==> config.mk <==
export PLATFORM = sky130hd
export DESIGN_NAME = rf_wr_arb
export DESIGN_NICKNAME = d
export VERILOG_FILES = /design/src/rtl/rf_pkg.sv /design/src/rtl/rf_wr_buf.sv /design/src/rtl/rf_wr_arb.sv
export SDC_FILE = /design/constraint.sdc
export NUM_CORES = 1
export LEC_CHECK = 0
export CAP_MARGIN = 20
export CORE_ASPECT_RATIO = 0.8
export CORE_UTILIZATION = 50
export DETAILED_ROUTE_END_ITERATION = 6
export GPL_ROUTABILITY_DRIVEN = 0
export PLACE_DENSITY = 0.81
export SYNTH_ARGS = -nofsm -noshare
export SYNTH_HDL_FRONTEND = slang
export SYNTH_SLANG_ARGS = --single-unit
==> constraint.sdc <==
create_clock -name clk -period 1.7 [get_ports clk]
set_input_delay 0.51 -clock clk [delete_from_list [all_inputs] [get_ports clk]]
set_output_delay 0.51 -clock clk [all_outputs]
set_load 0.01 [all_outputs]
==> src/rtl/rf_pkg.sv <==
// Shared widths and write-entry type for the 8x16 register file and its write-port arbiter.
package rf_pkg;

  localparam int RF_REGS = 8;
  localparam int RF_AW   = 3;
  localparam int RF_DW   = 16;

  typedef struct packed {
    logic             v;
    logic [RF_AW-1:0] regsel;
    logic [RF_DW-1:0] data;
  } rf_wr_t;

endpackage

==> src/rtl/rf_wr_buf.sv <==
// One-entry writeback holding buffer with an age bit marking it younger than the other buffer.
module rf_wr_buf
  import rf_pkg::*;
(
  input  logic             clk,
  input  logic             rst,
  input  logic             load_i,
  input  logic [RF_AW-1:0] reg_i,
  input  logic [RF_DW-1:0] data_i,
  input  logic             grant_i,
  input  logic             other_v_i,
  input  logic             other_grant_i,
  output rf_wr_t           ent_o,
  output logic             age_o
);

  rf_wr_t ent_q, ent_d;
  logic   age_q, age_d;

  always_comb begin
    ent_d = ent_q;
    age_d = age_q;
    if (load_i) begin
      ent_d = '{v: 1'b1, regsel: reg_i, data: data_i};
      // Younger only if the other entry survives this edge.
      age_d = other_v_i & ~other_grant_i;
    end else if (grant_i) begin
      ent_d.v = 1'b0;
      age_d   = 1'b0;
    end else if (other_grant_i) begin
      age_d = 1'b0;
    end
  end

  always_ff @(posedge clk) begin
    if (!rst) begin
      ent_q <= '0;
      age_q <= 1'b0;
    end else begin
      ent_q <= ent_d;
      age_q <= age_d;
    end
  end

  assign ent_o = ent_q;
  assign age_o = age_q;

endmodule

==> src/rtl/rf_wr_arb.sv <==
// Age-ordered two-requester write-port arbiter for the 8x16 register file.
// Optional pending-write mask enabled by defining RF_WR_ARB_PEND_EN.
module rf_wr_arb
  import rf_pkg::*;
(
  input  logic               clk,
  input  logic               rst,
  input  logic               req0_valid,
  input  logic [RF_AW-1:0]   req0_reg,
  input  logic [RF_DW-1:0]   req0_data,
  output logic               req0_ready,
  input  logic               req1_valid,
  input  logic [RF_AW-1:0]   req1_reg,
  input  logic [RF_DW-1:0]   req1_data,
  output logic               req1_ready,
  output logic               write,
  output logic [RF_AW-1:0]   writeregsel,
  output logic [RF_DW-1:0]   writedata,
  output logic [RF_REGS-1:0] pend,
  output logic               busy
);

  rf_wr_t b0, b1;
  logic   age0, age1;
  logic   grant0, grant1, tie;
  logic   rr_q, rr_d;
  logic   write_q, write_d;
  logic [RF_AW-1:0] sel_q, sel_d;
  logic [RF_DW-1:0] data_q, data_d;

  assign req0_ready = ~b0.v | grant0;
  assign req1_ready = ~b1.v | grant1;

  rf_wr_buf u_buf0 (
    .clk(clk), .rst(rst),
    .load_i(req0_valid & req0_ready), .reg_i(req0_reg), .data_i(req0_data),
    .grant_i(grant0), .other_v_i(b1.v), .other_grant_i(grant1),
    .ent_o(b0), .age_o(age0)
  );

  rf_wr_buf u_buf1 (
    .clk(clk), .rst(rst),
    .load_i(req1_valid & req1_ready), .reg_i(req1_reg), .data_i(req1_data),
    .grant_i(grant1), .other_v_i(b0.v), .other_grant_i(grant0),
    .ent_o(b1), .age_o(age1)
  );

  always_comb begin
    grant0 = 1'b0;
    grant1 = 1'b0;
    tie    = 1'b0;
    if (b0.v && b1.v) begin
      if (age0 != age1) begin
        grant0 = ~age0;
        grant1 = age0;
      end else begin
        tie    = 1'b1;
        grant0 = ~rr_q;
        grant1 = rr_q;
      end
    end else begin
      grant0 = b0.v;
      grant1 = b1.v;
    end
  end

  always_comb begin
    rr_d    = tie ? ~rr_q : rr_q;
    write_d = grant0 | grant1;
    sel_d   = sel_q;
    data_d  = data_q;
    if (grant0) begin
      sel_d  = b0.regsel;
      data_d = b0.data;
    end else if (grant1) begin
      sel_d  = b1.regsel;
      data_d = b1.data;
    end
  end

  always_ff @(posedge clk) begin
    if (!rst) begin
      rr_q    <= 1'b0;
      write_q <= 1'b0;
      sel_q   <= '0;
      data_q  <= '0;
    end else begin
      rr_q    <= rr_d;
      write_q <= write_d;
      sel_q   <= sel_d;
      data_q  <= data_d;
    end
  end

  assign write       = write_q;
  assign writeregsel = sel_q;
  assign writedata   = data_q;
  assign busy        = b0.v | b1.v | write_q;

`ifdef RF_WR_ARB_PEND_EN
  generate
    for (genvar gi = 0; gi < RF_REGS; gi++) begin : g_pend
      assign pend[gi] = (b0.v && b0.regsel == RF_AW'(gi)) ||
                        (b1.v && b1.regsel == RF_AW'(gi)) ||
                        (write_q && sel_q == RF_AW'(gi));
    end
  endgenerate
`else
  assign pend = '0;
`endif

endmodule

==> impl.org <==
** Clocking
- CTS root buf :: sky130_fd_sc_hd__clkbuf_8
- For the worst-skew pair, the clock arrives at the later sink with an insertion delay of roughly 0.35 ns.
- TritonCTS built the clock tree.
- Largest buffer count on any clock path :: 2
- CTS sink cnt :: 63
- CTS H-tree lvls :: 3
- Reg clk slew, reported paths :: 0.07 ns
- Number of buffers inserted during clock tree synthesis :: 9

** Cells and area
- The multi-input combinational cells in the finished layout cover a total of 0.001719 mm².
- Final nets :: 481
- Registers take 0.001270 mm².
- After filler insertion, the fill cell instance count of the layout stands at about 470.
- Leading cell type in the layout, fill and taps excluded :: sky130_fd_sc_hd__nand2_1
- Compared with the post-synthesis result, the final layout area differs by 35.52%.
- Fraction of layout instances using a drive strength above 1 :: 20.50%
- Ant. Diodes :: 0
- The finished cells cover 0.004339 mm².
- Commonest cells after routing, fill and taps aside :: sky130_fd_sc_hd__nand2_1, sky130_fd_sc_hd__dfxtp_1, sky130_fd_sc_hd__mux2i_1, sky130_fd_sc_hd__clkdlybuf4s50_1, sky130_fd_sc_hd__buf_4

** Timing
- The number of hold-slack violations in the final timing report was 0.
- Highest clock rate :: 0.5173 GHz
- Once routing completed, OpenROAD measured the worst setup slack at -0.2330 ns.
- Slew Limit Headroom :: about three fifths
- Setup violations remaining at the end of the flow were counted as 2.
- Counting I/O delays and the setup requirement, the final critical path takes 1.933 ns.
- The final number of max-transition violations came to 0.
- At the pin with the least slew margin, the transition time is around 0.57 ns.
- In the finished design, the share of the clock period the worst path needs comes to 113.7%.
- For the final database, setup skew stands at 0.005039 ns.
- RSZ-0062 raised after global routing :: yes

** Global route
- Entering global routing, the biggest net connects 29 pins.
- Across every metal layer, demand over resource in global routing totals 25.82%.
- Antenna violations before repair :: 0
- Vias in the first global route :: ~2800
- For this run the aggregate overflow at the end of global routing stands at 0.
- First-pass GRT wire length :: 13340 µm

** Synthesis
- Averaged over all synthesized cells, the footprint is 9.070 µm².
- Cell area after synthesis :: 0.003202 mm²
- Dominant cells by area after synthesis :: sky130_fd_sc_hd__dfxtp_1, sky130_fd_sc_hd__mux2i_1, sky130_fd_sc_hd__nand2_1
- Sequential elements use 39.39% of the synthesized area.
- Number of library cell types mapped by synthesis :: 40
- Top-area cell type share of the netlist area :: 39.39%
- Yosys warning total :: 0
- Synthesis produced about 350 cells.
- The biggest area contributor in the post-synthesis netlist is sky130_fd_sc_hd__dfxtp_1.
- Synthesis inferred 63 register bits.

** Setup path
- Number of stages on the worst setup path :: 4
- CP Cell Sequence :: or2b_1, a211oi_2, inv_1, buf_2
- The largest single stage delay on the critical path is 0.36 ns.
- R2R Path End :: u_buf0.ent_o[9]
- The critical path is of the flop to output pin type.
- The worst register-to-register path begins at u_buf1.age_o.
- Slack of the worst reg-to-reg path :: 0.02 ns
- STA classifies the critical path startpoint as a flop.
- Worst reg-to-reg path cell count :: 6
- STA classifies the critical path endpoint as an output pin.
- The kind of cell with the highest combined delay along the critical path is flip-flops.
- Data required time at the worst endpoint :: 1.19 ns
- The slowest stage of the critical path is the sky130_fd_sc_hd__dfxtp_4 cell.
- Counting both buffers and inverters, the worst setup path holds a total of 2.
- Of all nets on the critical path, the largest fanout is 4.
- Arrival time at the worst endpoint :: 1.42 ns

** Min path
- Min-Delay Path Class :: flop to flop
- Hold path cells :: 2
- Endpoint with the worst hold slack :: u_buf1.ent_o[17]
- In this run the most critical hold path is launched from u_buf1.ent_o[17].

** Place
- Total of buffers placed on input and output ports :: 64
- In this run the cell area measured after placement is 0.004023 mm².
- After legalization and detailed placement, the total HPWL measured 5590 µm.

** Power and ir drop
- Pwr Density :: 819.8 mW/mm²
- The analysis attributes to cell leakage a power of about 1.8 nW.
- Pwr Total :: 0.003557 W
- VDD sags by at most 509.2 µV.

** Routing
- Dividing the detail-routed via count by the number of cells gives 5.825.
- First-pass detailed-route iteration total :: 5
- For this block, the initial DRC count from the detailed router was approximately 210.
- WL final :: 8703 µm
- DRC errors left :: 0
- The detail route stage leaves a number of antenna-violating nets equal to 0.
- In the final routed layout, each cell accounts on average for 16.58 µm.
- Across all layers, the routed design uses about 3100 vias.

** Job
- Across the run, the number of max-cap violations was 0.

** Status
- Result of the run :: finished with violations
- The checks that failed: negative setup slack.

** Floorplanning
- The total area inside the core boundary comes to 0.006037 mm².
- Initial core utilization :: roughly 53%
- Total I/O pin count :: 73
- From left edge to right edge, the die measures slightly above 90 µm.
- Total die area :: 0.006730 mm²
- Die Span Y :: 73.58 µm
- The floorplan has 25 rows.
-- sequential cells by signal, summed over array words and instances, names as in the netlist --
signal	flops
u_buf0.age_o	1
rr_q	1
write	1
writedata	16
u_buf1.age_o	1
u_buf0.ent_o	20
u_buf1.ent_o	20
writeregsel	3
-- stage by stage --
| step | cells | util (%) | setup slack (ns) | hold WS (ns) | TNS (ns) |
|---|---|---|---|---|---|
| CTS | 518 | 70.42 | -0.1917 | 0.4734 | -0.3616 |
| detailed placement | 498 | 66.63 | -0.2664 | 0.4586 | -3.643 |
| floorplan | 360 | - | 0.07769 | 0.4377 | 0 |
| global placement | 498 | 66.63 | -0.2491 | 0.4504 | -2.963 |
| global route | 525 | 71.88 | -0.2820 | 0.5008 | -0.8227 |
| finish | 525 | 71.88 | -0.2330 | 0.4688 | -0.4380 |
-- report_power, final --
group / internal, W / leakage [nW] / switching (W)
Clock: 0.000720 / 0.0947 / 0.000623
Combinational: 0.000308 / 1.23 / 0.000270
Sequential: 0.00157 / 0.520 / 0.0000679
-- worst min-delay path, delay by kind of cell (launching register included) --
family,cells,cell delay (ns)
simple gates,1,0.05
mux,1,0.06
flops,1,0.32
-- synth_stat cells --
cell type and number:
sky130_fd_sc_hd__nand2_1 96, sky130_fd_sc_hd__dfxtp_1 63, sky130_fd_sc_hd__mux2i_1 40, sky130_fd_sc_hd__clkbuf_1 19, sky130_fd_sc_hd__mux2_2 16, sky130_fd_sc_hd__o2111ai_1 16
sky130_fd_sc_hd__o221ai_1 16, sky130_fd_sc_hd__a22oi_1 15, sky130_fd_sc_hd__buf_4 9, sky130_fd_sc_hd__buf_2 8, sky130_fd_sc_hd__buf_6 5, sky130_fd_sc_hd__inv_1 5
sky130_fd_sc_hd__a21oi_1 4, sky130_fd_sc_hd__o31ai_1 4, sky130_fd_sc_hd__a2111o_1 3, sky130_fd_sc_hd__and2_1 3, sky130_fd_sc_hd__nand3b_1 3, sky130_fd_sc_hd__a211oi_1 2
sky130_fd_sc_hd__a22o_1 2, sky130_fd_sc_hd__nor2_1 2, sky130_fd_sc_hd__nor2b_1 2, sky130_fd_sc_hd__o21a_1 2, sky130_fd_sc_hd__a311oi_4 1, sky130_fd_sc_hd__a31o_1 1
sky130_fd_sc_hd__and2b_1 1, sky130_fd_sc_hd__and4b_1 1, sky130_fd_sc_hd__clkbuf_2 1, sky130_fd_sc_hd__clkinv_1 1, sky130_fd_sc_hd__conb_1 1, sky130_fd_sc_hd__nand2b_1 1
sky130_fd_sc_hd__nand4b_1 1, sky130_fd_sc_hd__nor2b_4 1, sky130_fd_sc_hd__nor4_1 1, sky130_fd_sc_hd__o211ai_1 1, sky130_fd_sc_hd__o22a_1 1, sky130_fd_sc_hd__o22ai_1 1
sky130_fd_sc_hd__o311ai_2 1, sky130_fd_sc_hd__or2b_1 1, sky130_fd_sc_hd__or3_1 1, sky130_fd_sc_hd__or4_1 1
-- area by class of cell --
| type | count | share of cell area (%) |
|---|---|---|
| clock buffer | 10 | 3.172 |
| sequential | 63 | 29.27 |
| timing repair buffer | 110 | 23.47 |
| multi-input combinational | 249 | 39.62 |
| inverter | 6 | 0.5190 |
| clock inverter | 6 | 1.615 |
| tap | 81 | 2.336 |
-- routing by layer --
metal	vias up	GRT usage (%)	share of wire, %
li1	1429	-	-
met3	14	7.350	6.9
met1	1475	33.06	45
met2	140	42.27	47
met5	-	0	0
met4	0	8.642	1.1
-- kinds of logic (layout without fill, tap and decap cells) --
family          count (synthesis)  after routing  synth area share [%]
compound gates                 70             70                 18.68
other cells                     1              8                0.1171
flops                          63             63                 39.39
buf+inv                        48            132                 8.206
mux                            56             56                 18.13
simple gates                  115            115                 15.48
-- how the worst max path moves through the flow --
| stage | start | slack, ns | to |
|---|---|---|---|
| after CTS | u_buf1.age_o | -0.19 | req1_ready |
| after global placement | u_buf1.age_o | -0.25 | req1_ready |
| after global routing | rr_q | -0.28 | req1_ready |
| final | rr_q | -0.23 | req1_ready |
| after floorplan | u_buf1.age_o | 0.08 | req1_ready |
| after detailed placement | u_buf1.age_o | -0.27 | req1_ready |
-- repair_timing --
| item | CTS | global route |
|---|---|---|
| buffers inserted | 4 | 6 |
| setup endpoints to repair | 23 | 32 |
| hold buffers | 0 | 0 |
| cloned | 0 | 2 |
| gates resized for setup | 43 | 8 |
| pin swaps | 3 | 2 |
Power figures use the tool's default switching activity.
